`config.mk`:
```
export PLATFORM = sky130hd
export DESIGN_NAME = pipelined_barrel_shifter_flat
export DESIGN_NICKNAME = d
export VERILOG_FILES = /design/src/rtl/pipelined_barrel_shifter_if.sv /design/src/rtl/pipelined_barrel_shifter.sv /design/src/flat_wrapper.sv
export SDC_FILE = /design/constraint.sdc
export NUM_CORES = 1
export LEC_CHECK = 0
export ABC_AREA = 1
export BUFFER_PORTS_ARGS = -buffer_cell sky130_fd_sc_hd__buf_2
export CORE_ASPECT_RATIO = 1.75
export CORE_MARGIN = 5
export CORE_UTILIZATION = 45
export CTS_CLUSTER_DIAMETER = 200
export DETAILED_ROUTE_END_ITERATION = 10
export PLACE_DENSITY = 0.71
export SYNTH_ARGS = -nofsm -noshare
export SYNTH_HDL_FRONTEND = slang
export SYNTH_SLANG_ARGS = --single-unit
```
`constraint.sdc`:
```
create_clock -name clk -period 1.3 [get_ports clk]
set_input_delay 0.26 -clock clk [delete_from_list [all_inputs] [get_ports clk]]
set_output_delay 0.26 -clock clk [all_outputs]
set_load 0.005 [all_outputs]
```
`src/rtl/pipelined_barrel_shifter_if.sv`:
```
// pipelined_barrel_shifter_if: operand/control inputs and qualified result outputs of the shifter
interface pipelined_barrel_shifter_if #(parameter int SW = 26, parameter int EW = 5);
  logic en;
  logic valid;
  logic [SW-1:0] data;
  logic left_right;
  logic [1:0] mode;
  logic [EW-1:0] shift_value;
  logic res_valid;
  logic [SW-1:0] result;
  logic sticky;
  modport master (
    output en, valid, data, left_right, mode, shift_value,
    input res_valid, result, sticky
  );
  modport slave (
    input en, valid, data, left_right, mode, shift_value,
    output res_valid, result, sticky
  );
endinterface

```
`src/rtl/pipelined_barrel_shifter.sv`:
```
// pipelined_barrel_shifter: log-level right shifter with logical/arith/rotate modes and sticky, registered every GROUP levels
module pipelined_barrel_shifter #(
  parameter int SW = 26,
  parameter int EW = 5,
  parameter int GROUP = 2
) (
  input logic clk,
  input logic rst,
  pipelined_barrel_shifter_if.slave bus
);
  typedef struct packed {
    logic v;
    logic l;
    logic r;
    logic f;
    logic [EW-1:0] s;
  } sb_t;
  function automatic logic [SW-1:0] rev(input logic [SW-1:0] x);
    logic [SW-1:0] y;
    for (int i = 0; i < SW; i++) y[i] = x[SW-1-i];
    return y;
  endfunction
  logic [SW-1:0] d0;
  sb_t s0;
  logic [SW-1:0] dq [EW];
  sb_t sq [EW];
  logic tq [EW];
  // fill bit is the sign only for arithmetic right; reserved mode falls through as logical
  always_ff @(posedge clk or negedge rst)
    if (!rst) begin
      d0 <= '0;
      s0 <= '0;
    end else if (bus.en) begin
      d0 <= bus.left_right ? rev(bus.data) : bus.data;
      s0 <= {bus.valid, bus.left_right, bus.mode == 2'b10,
             bus.mode == 2'b01 && !bus.left_right && bus.data[SW-1], bus.shift_value};
    end
  for (genvar k = 0; k < EW; k++) begin : g_lvl
    localparam int S = 1 << k;
    localparam int R = S % SW;
    logic [SW-1:0] di, sh, ro;
    sb_t si;
    logic ti, so;
    if (k == 0) begin : g_in0
      assign di = d0;
      assign si = s0;
      assign ti = 1'b0;
    end else if (k % GROUP == 0) begin : g_reg
      always_ff @(posedge clk or negedge rst)
        if (!rst) begin
          di <= '0;
          si <= '0;
          ti <= 1'b0;
        end else if (bus.en) begin
          di <= dq[k-1];
          si <= sq[k-1];
          ti <= tq[k-1];
        end
    end else begin : g_wire
      assign di = dq[k-1];
      assign si = sq[k-1];
      assign ti = tq[k-1];
    end
    // a level whose step reaches the width saturates to fill instead of wrapping
    if (S >= SW) begin : g_sat
      assign sh = {SW{si.f}};
      assign so = |di;
    end else begin : g_part
      assign sh = {{S{si.f}}, di[SW-1:S]};
      assign so = |di[S-1:0];
    end
    if (R == 0) begin : g_r0
      assign ro = di;
    end else begin : g_rn
      assign ro = {di[R-1:0], di[SW-1:R]};
    end
    assign dq[k] = !si.s[k] ? di : si.r ? ro : sh;
    assign sq[k] = si;
    assign tq[k] = ti | (si.s[k] & !si.r & so);
  end
  always_ff @(posedge clk or negedge rst)
    if (!rst) begin
      bus.res_valid <= 1'b0;
      bus.result <= '0;
      bus.sticky <= 1'b0;
    end else if (bus.en) begin
      bus.res_valid <= sq[EW-1].v;
      bus.result <= sq[EW-1].l ? rev(dq[EW-1]) : dq[EW-1];
      bus.sticky <= tq[EW-1] & !sq[EW-1].l;
    end
endmodule

```
`src/flat_wrapper.sv`:
```
// flat-port wrapper written by rule: the top's interface ports become plain ports
module pipelined_barrel_shifter_flat 
#(
  parameter int SW = 26,
  parameter int EW = 5,
  parameter int GROUP = 2
)
  (clk, rst, bus_en, bus_valid, bus_data, bus_left_right, bus_mode, bus_shift_value, bus_res_valid, bus_result, bus_sticky);
  pipelined_barrel_shifter_if #(.SW(SW), .EW(EW)) bus_i ();
  input logic clk;
  input logic rst;
  input wire logic [$bits(bus_i.en)-1:0] bus_en;
  input wire logic [$bits(bus_i.valid)-1:0] bus_valid;
  input wire logic [$bits(bus_i.data)-1:0] bus_data;
  input wire logic [$bits(bus_i.left_right)-1:0] bus_left_right;
  input wire logic [$bits(bus_i.mode)-1:0] bus_mode;
  input wire logic [$bits(bus_i.shift_value)-1:0] bus_shift_value;
  output wire logic [$bits(bus_i.res_valid)-1:0] bus_res_valid;
  output wire logic [$bits(bus_i.result)-1:0] bus_result;
  output wire logic [$bits(bus_i.sticky)-1:0] bus_sticky;
  assign bus_i.en = bus_en;
  assign bus_i.valid = bus_valid;
  assign bus_i.data = bus_data;
  assign bus_i.left_right = bus_left_right;
  assign bus_i.mode = bus_mode;
  assign bus_i.shift_value = bus_shift_value;
  assign bus_res_valid = bus_i.res_valid;
  assign bus_result = bus_i.result;
  assign bus_sticky = bus_i.sticky;
  pipelined_barrel_shifter #(.SW(SW), .EW(EW), .GROUP(GROUP)) u_core (.clk(clk), .rst(rst), .bus(bus_i));
endmodule
```
Word level (Yosys, flattened, before mapping) --
Cells that the tools add are included.
Operators by class: equality and inequality tests 2, multiplexer cells 12, bitwise gates (word level) 15, reduce and logical (&&, ||, !) cells 11
Operators by type and width (number):
- 26-bit 2-to-1 mux | 12
- 16-bit OR reduction | 1
- 1-bit AND | 11
- 8-bit OR reduction | 1
- 1-bit zero test | 5
- 1-bit bitwise OR | 4
- 4-bit OR reduction | 1
- 2-bit by 1-bit equality test with 1-bit output, second input constant | 1
- 2-bit equality test, second input constant | 1
- 1-bit logical AND | 2
- 2-bit OR reduction | 1
Storage, ports and cells: bits in registers 135, input port bits 38, output and inout bits 28, word-level logic and storage cells 63

Depth between registers and ports, before layout --
depth in word-level cells 5, depth in mapped cells 10, mapped depth without buffers 8

Worst setup path before layout --
Ideal clock, no wire load.
path kind flip-flop to flip-flop, from reg u_core.g_lvl[2].si[2] (netlist name), to reg u_core.g_lvl[4].ti, library setup time 0.122 ns, arrival time 1.085 ns, path slack 0.093 ns, stages on the path, launching flop included 11, period minus slack after synthesis 1.207 ns, cells stage by stage dfrtp_1 > buf_4 > inv_4 > buf_6 > nand2_1 > nand2_1 > nand2_1 > nor2_1 > nand2_1 > nand2_1 > a21oi_1
Between the ends: word-level cells in the longest chain between the ends 4, elaborated cells on any way between the ends 7, those cells by class mux (1); bitwise (5); reduce/logical (1)
RTL lines:
- 26-bit 2-to-1 mux or 1-bit AND (tied branches) | line pipelined_barrel_shifter.sv:77, pipelined_barrel_shifter.sv:79
- 8-bit OR reduction or 1-bit AND (tied branches) | line pipelined_barrel_shifter.sv:70, pipelined_barrel_shifter.sv:79
- 1-bit AND or 1-bit bitwise OR (tied branches) | line pipelined_barrel_shifter.sv:79 | assign tq[k] = ti | (si.s[k] & !si.r & so);
- 1-bit bitwise OR * | line pipelined_barrel_shifter.sv:79
- to (signal assigned) | line pipelined_barrel_shifter.sv:57 | ti <= tq[k-1];
- to (decl) | line pipelined_barrel_shifter.sv:43 | logic ti, so;
Mark *: on every way between the ends. The rest lies on a longest branch, timed or not. A chain may end at the register's enable or synchronous reset.

Worst setup path in the final report --
from reg u_core.s0 (netlist bit u_core.g_lvl[0].si[0]), to reg u_core.g_lvl[2].di[25]
Between the ends: word-level cells in the longest chain between the ends 3
RTL lines:
- from (decl) | line pipelined_barrel_shifter.sv:24 | sb_t s0;
- from (signal assigned) | line pipelined_barrel_shifter.sv:35 | s0 <= {bus.valid, bus.left_right, bus.mode == 2'b10,
- 26-bit 2-to-1 mux * | line pipelined_barrel_shifter.sv:77 | assign dq[k] = !si.s[k] ? di : si.r ? ro : sh;
- 26-bit 2-to-1 mux | line pipelined_barrel_shifter.sv:77
- 26-bit 2-to-1 mux * | line pipelined_barrel_shifter.sv:77
- to (signal assigned) | line pipelined_barrel_shifter.sv:55 | di <= dq[k-1];
- to (decl) | line pipelined_barrel_shifter.sv:41 | logic [SW-1:0] di, sh, ro;
Marks and branches as above.

==> results.md <==
* DRT iter0 DRCs at 267
* Grt ovf at 0
* Post-DP HPWL at 13170 microns
* Syn Inst Count at 897
* CP endpoint kind: register
* Post-synthesis cell type count at 24
* Main synth FF type: dfrtp_1
* Vias in the first global route at 5988
* IO buf count at 65
* Failing checks: setup timing
* Fin worst setup slack at -0.03247 ns
* CTS root buf: clkbuf_16
* Setup violations, final at 1
* WS Path Type: reg -> reg
* EDFF count, synth at 0
* Drt first pass iters at 5
* #FFs+latches synth at 129
* Final min period at 1.332 ns
* Core area at 0.01484 sq mm
* Status: finished with violations
* Max Root-Sink Buffers at 2
* CP startpoint kind: register
* Crit Path Max Fanout at 23
* DIE AREA at 0.01768 sq mm
* Max Slew Vio Count at 0
* Total number of clock tree sinks at 129
* Largest net degree at the start of global routing at 76
* Drt total wl at 17660 microns
* Initial core utilization at 45.59%
* Layout cells sized above 1 at 19.86%
* Placer Congestion at 0.9140
* Clock-pin slew on the worst setup and hold paths at 0.06 ns
* Synth-to-layout area growth at 24.25%
* Ys async rst share at 100.0%
* Pwr dens at 1638 mW/mm^2
* Tot GR Track Use at 20.79%
* Die height at 172.2 microns
* CTS tree: built
* Worst EP required at 1.65 ns
* # DRC at 0
* Worst-margin pin slew at 0.3529 ns
* Clock Latency Late Sink at 0.42 ns
* Max Cap Viol at 0
* CP most frequent cell: o21ai_1
* Initial antenna violation count at 0
* Max_slew headroom at 76.48%
* CP cell instances: clkbuf_16 > o21ai_4 > nand2_2 > a21oi_2 > o21ai_1 > o21ai_1
* Maximum clock rate at 750.5 MHz
* Total power draw at 13.77 mW
* Arrival time worst endpoint at 1.68 ns
* Leading post-synthesis cells by cell area: dfrtp_1 (48%), nand2_1 (14%), o21ai_1 (9.5%)
* Final Hold Viols at 0
* Register area share after synthesis at 47.72%
* Syn Area/Cell at 7.542 sq um
* RSZ-0062 raised after global routing: yes
* Top cells by count, synth: nand2_1 (246), dfrtp_1 (129), o21ai_1 (128), inv_1 (84), o21ai_0 (57)
* Area leader, netlist: dfrtp_1
* Slowest-stage cell, CP: dfrtp_2
* Die width at 102.7 microns
* CTS H-tree lvls at 4
* Rows at 59
* Tcrit/Tclk final at 102.5%
* Max Clock Skew at 0.009493 ns
* Cell Area, Synth at 0.006765 sq mm
* Fin nets at 1013
* Ports at 66
* Routed vias/inst at 5.329
* Synthesized Nets at 935
* DP Worst Slack at -0.06659 ns
* First-pass GRT wire length at 28610 microns
* Max VDD drop at 0.7886 mV
* Max incr delay on CP at 0.46 ns
* Vias at 6235
* Share of the synthesized area in the top cell type at 47.72%
* Ys Warns at 0
* LEAKAGE at 4.049 nW
* Type of the most critical hold path: in -> reg
* Drt wl/cell at 15.09 microns
* Antenna-violating nets left at 0
* Ant diodes at 0
* Cts bufs inserted at 17
* Most frequent cell after synthesis: nand2_1
[final timing paths]
path                                       start                     end  slack (ns)  depth (start not counted)
min in group asynchronous                    rst    u_core.bus.res_valid        0.30                          2
max reg2reg                u_core.g_lvl[0].si[0]  u_core.g_lvl[2].di[25]       -0.03                          6
max in group asynchronous                    rst  u_core.g_lvl[4].di[20]        0.49                          3
max                        u_core.g_lvl[0].si[0]  u_core.g_lvl[2].di[25]       -0.03                          6
min                                  bus_mode[1]  u_core.g_lvl[0].sh[25]        0.05                          2
min reg2reg                u_core.g_lvl[0].si[2]   u_core.g_lvl[0].si[2]        0.48                          2
[logic make-up (layout without fill, tap and decap cells)]
| logic type | count (synthesis) | count (layout) | share of synthesized area (%) |
|---|---|---|---|
| flops | 129 | 129 | 47.72 |
| compound gates | 276 | 276 | 22.69 |
| simple gates | 336 | 336 | 19.88 |
| buf+inv | 156 | 246 | 9.710 |
[placed cells by master (no fill, tap or decap), types with 4 or more instances in the layout]
cell	count
nand2_1	242
dfrtp_1	127
o21ai_1	118
inv_1	84
buf_2	63
o21ai_0	49
nand3_1	47
buf_4	43
nor2_1	36
a21oi_1	33
a22oi_1	28
clkbuf_16	18
o21ai_2	16
o211ai_1	15
buf_12	13
inv_2	9
o22a_1	6
bufinv_16	5
nand2_2	4
o22ai_1	4
clkbuf_8	4
[sequential cells by signal, indices dropped and copies added (netlist names)]
| register | cells |
|---|---|
| u_core.bus.result | 26 |
| u_core.g_lvl.si | 18 |
| u_core.g_lvl.sh | 3 |
| u_core.g_lvl.ti | 2 |
| u_core.d0 | 26 |
| u_core.bus.res_valid | 1 |
| u_core.g_lvl.di | 52 |
| u_core.bus.sticky | 1 |
[worst max-delay path: cells and delay by family, from the launching register on]
kind            cells  cell delay (ns)
compound gates      4             0.50
buf+inv             1             0.22
flops               1             0.46
simple gates        1             0.08
[through the flow]
stage | std cells | hold slack [ns] | util [%] | TNS [ns] | cell area, sq um
after global placement | 1135 | 0.1935 | 51.06 | 0 | 7576
after floorplan | 897 | -0.03559 | - | 0 | 6765
after detailed placement | 1135 | 0.1913 | 51.06 | -0.4910 | 7576
after global routing | 1170 | 0.03814 | 56.65 | -0.5473 | 8406
final | 1170 | 0.04502 | 56.65 | -0.03247 | 8406
after CTS | 1167 | 0.03824 | 55.68 | 0 | 8262
[repair_timing]
action / 4_1_cts / 5_1_grt
hold buffers: 1 / 0
setup endpoints to repair: 8 / 37
buffers inserted: 0 / 2
pin swaps: 0 / 1
resized for setup: 7 / 33
hold endpoints to repair: 17 / 0
cloned: 0 / 1
[per-layer routing]
metal  global-route usage, %  wire, microns  vias up
met2                   36.97           9441      141
met4                   11.94            936        0
li1                        -              -     3117
met1                   22.49           6661     2923
met5                       0              0        -
met3                   4.037            616       54
[layout make-up]
class | count | area [sq um]
fill | 1348 | 6432
sequential | 129 | 3231
multi-input combinational | 612 | 2994
timing repair buffer | 121 | 933.4
clock buffer | 21 | 480.5
inverter | 94 | 357.8
tap | 183 | 229.0
clock inverter | 10 | 180.2
[power by group]
group | total (mW) | internal, mW | switching, mW
logic | 3.35 | 1.35 | 2.00
registers | 5.15 | 4.72 | 0.429
clock network | 5.27 | 3.58 | 1.69
total | 13.8 | 9.65 | 4.12
Power figures use the tool's default switching activity.
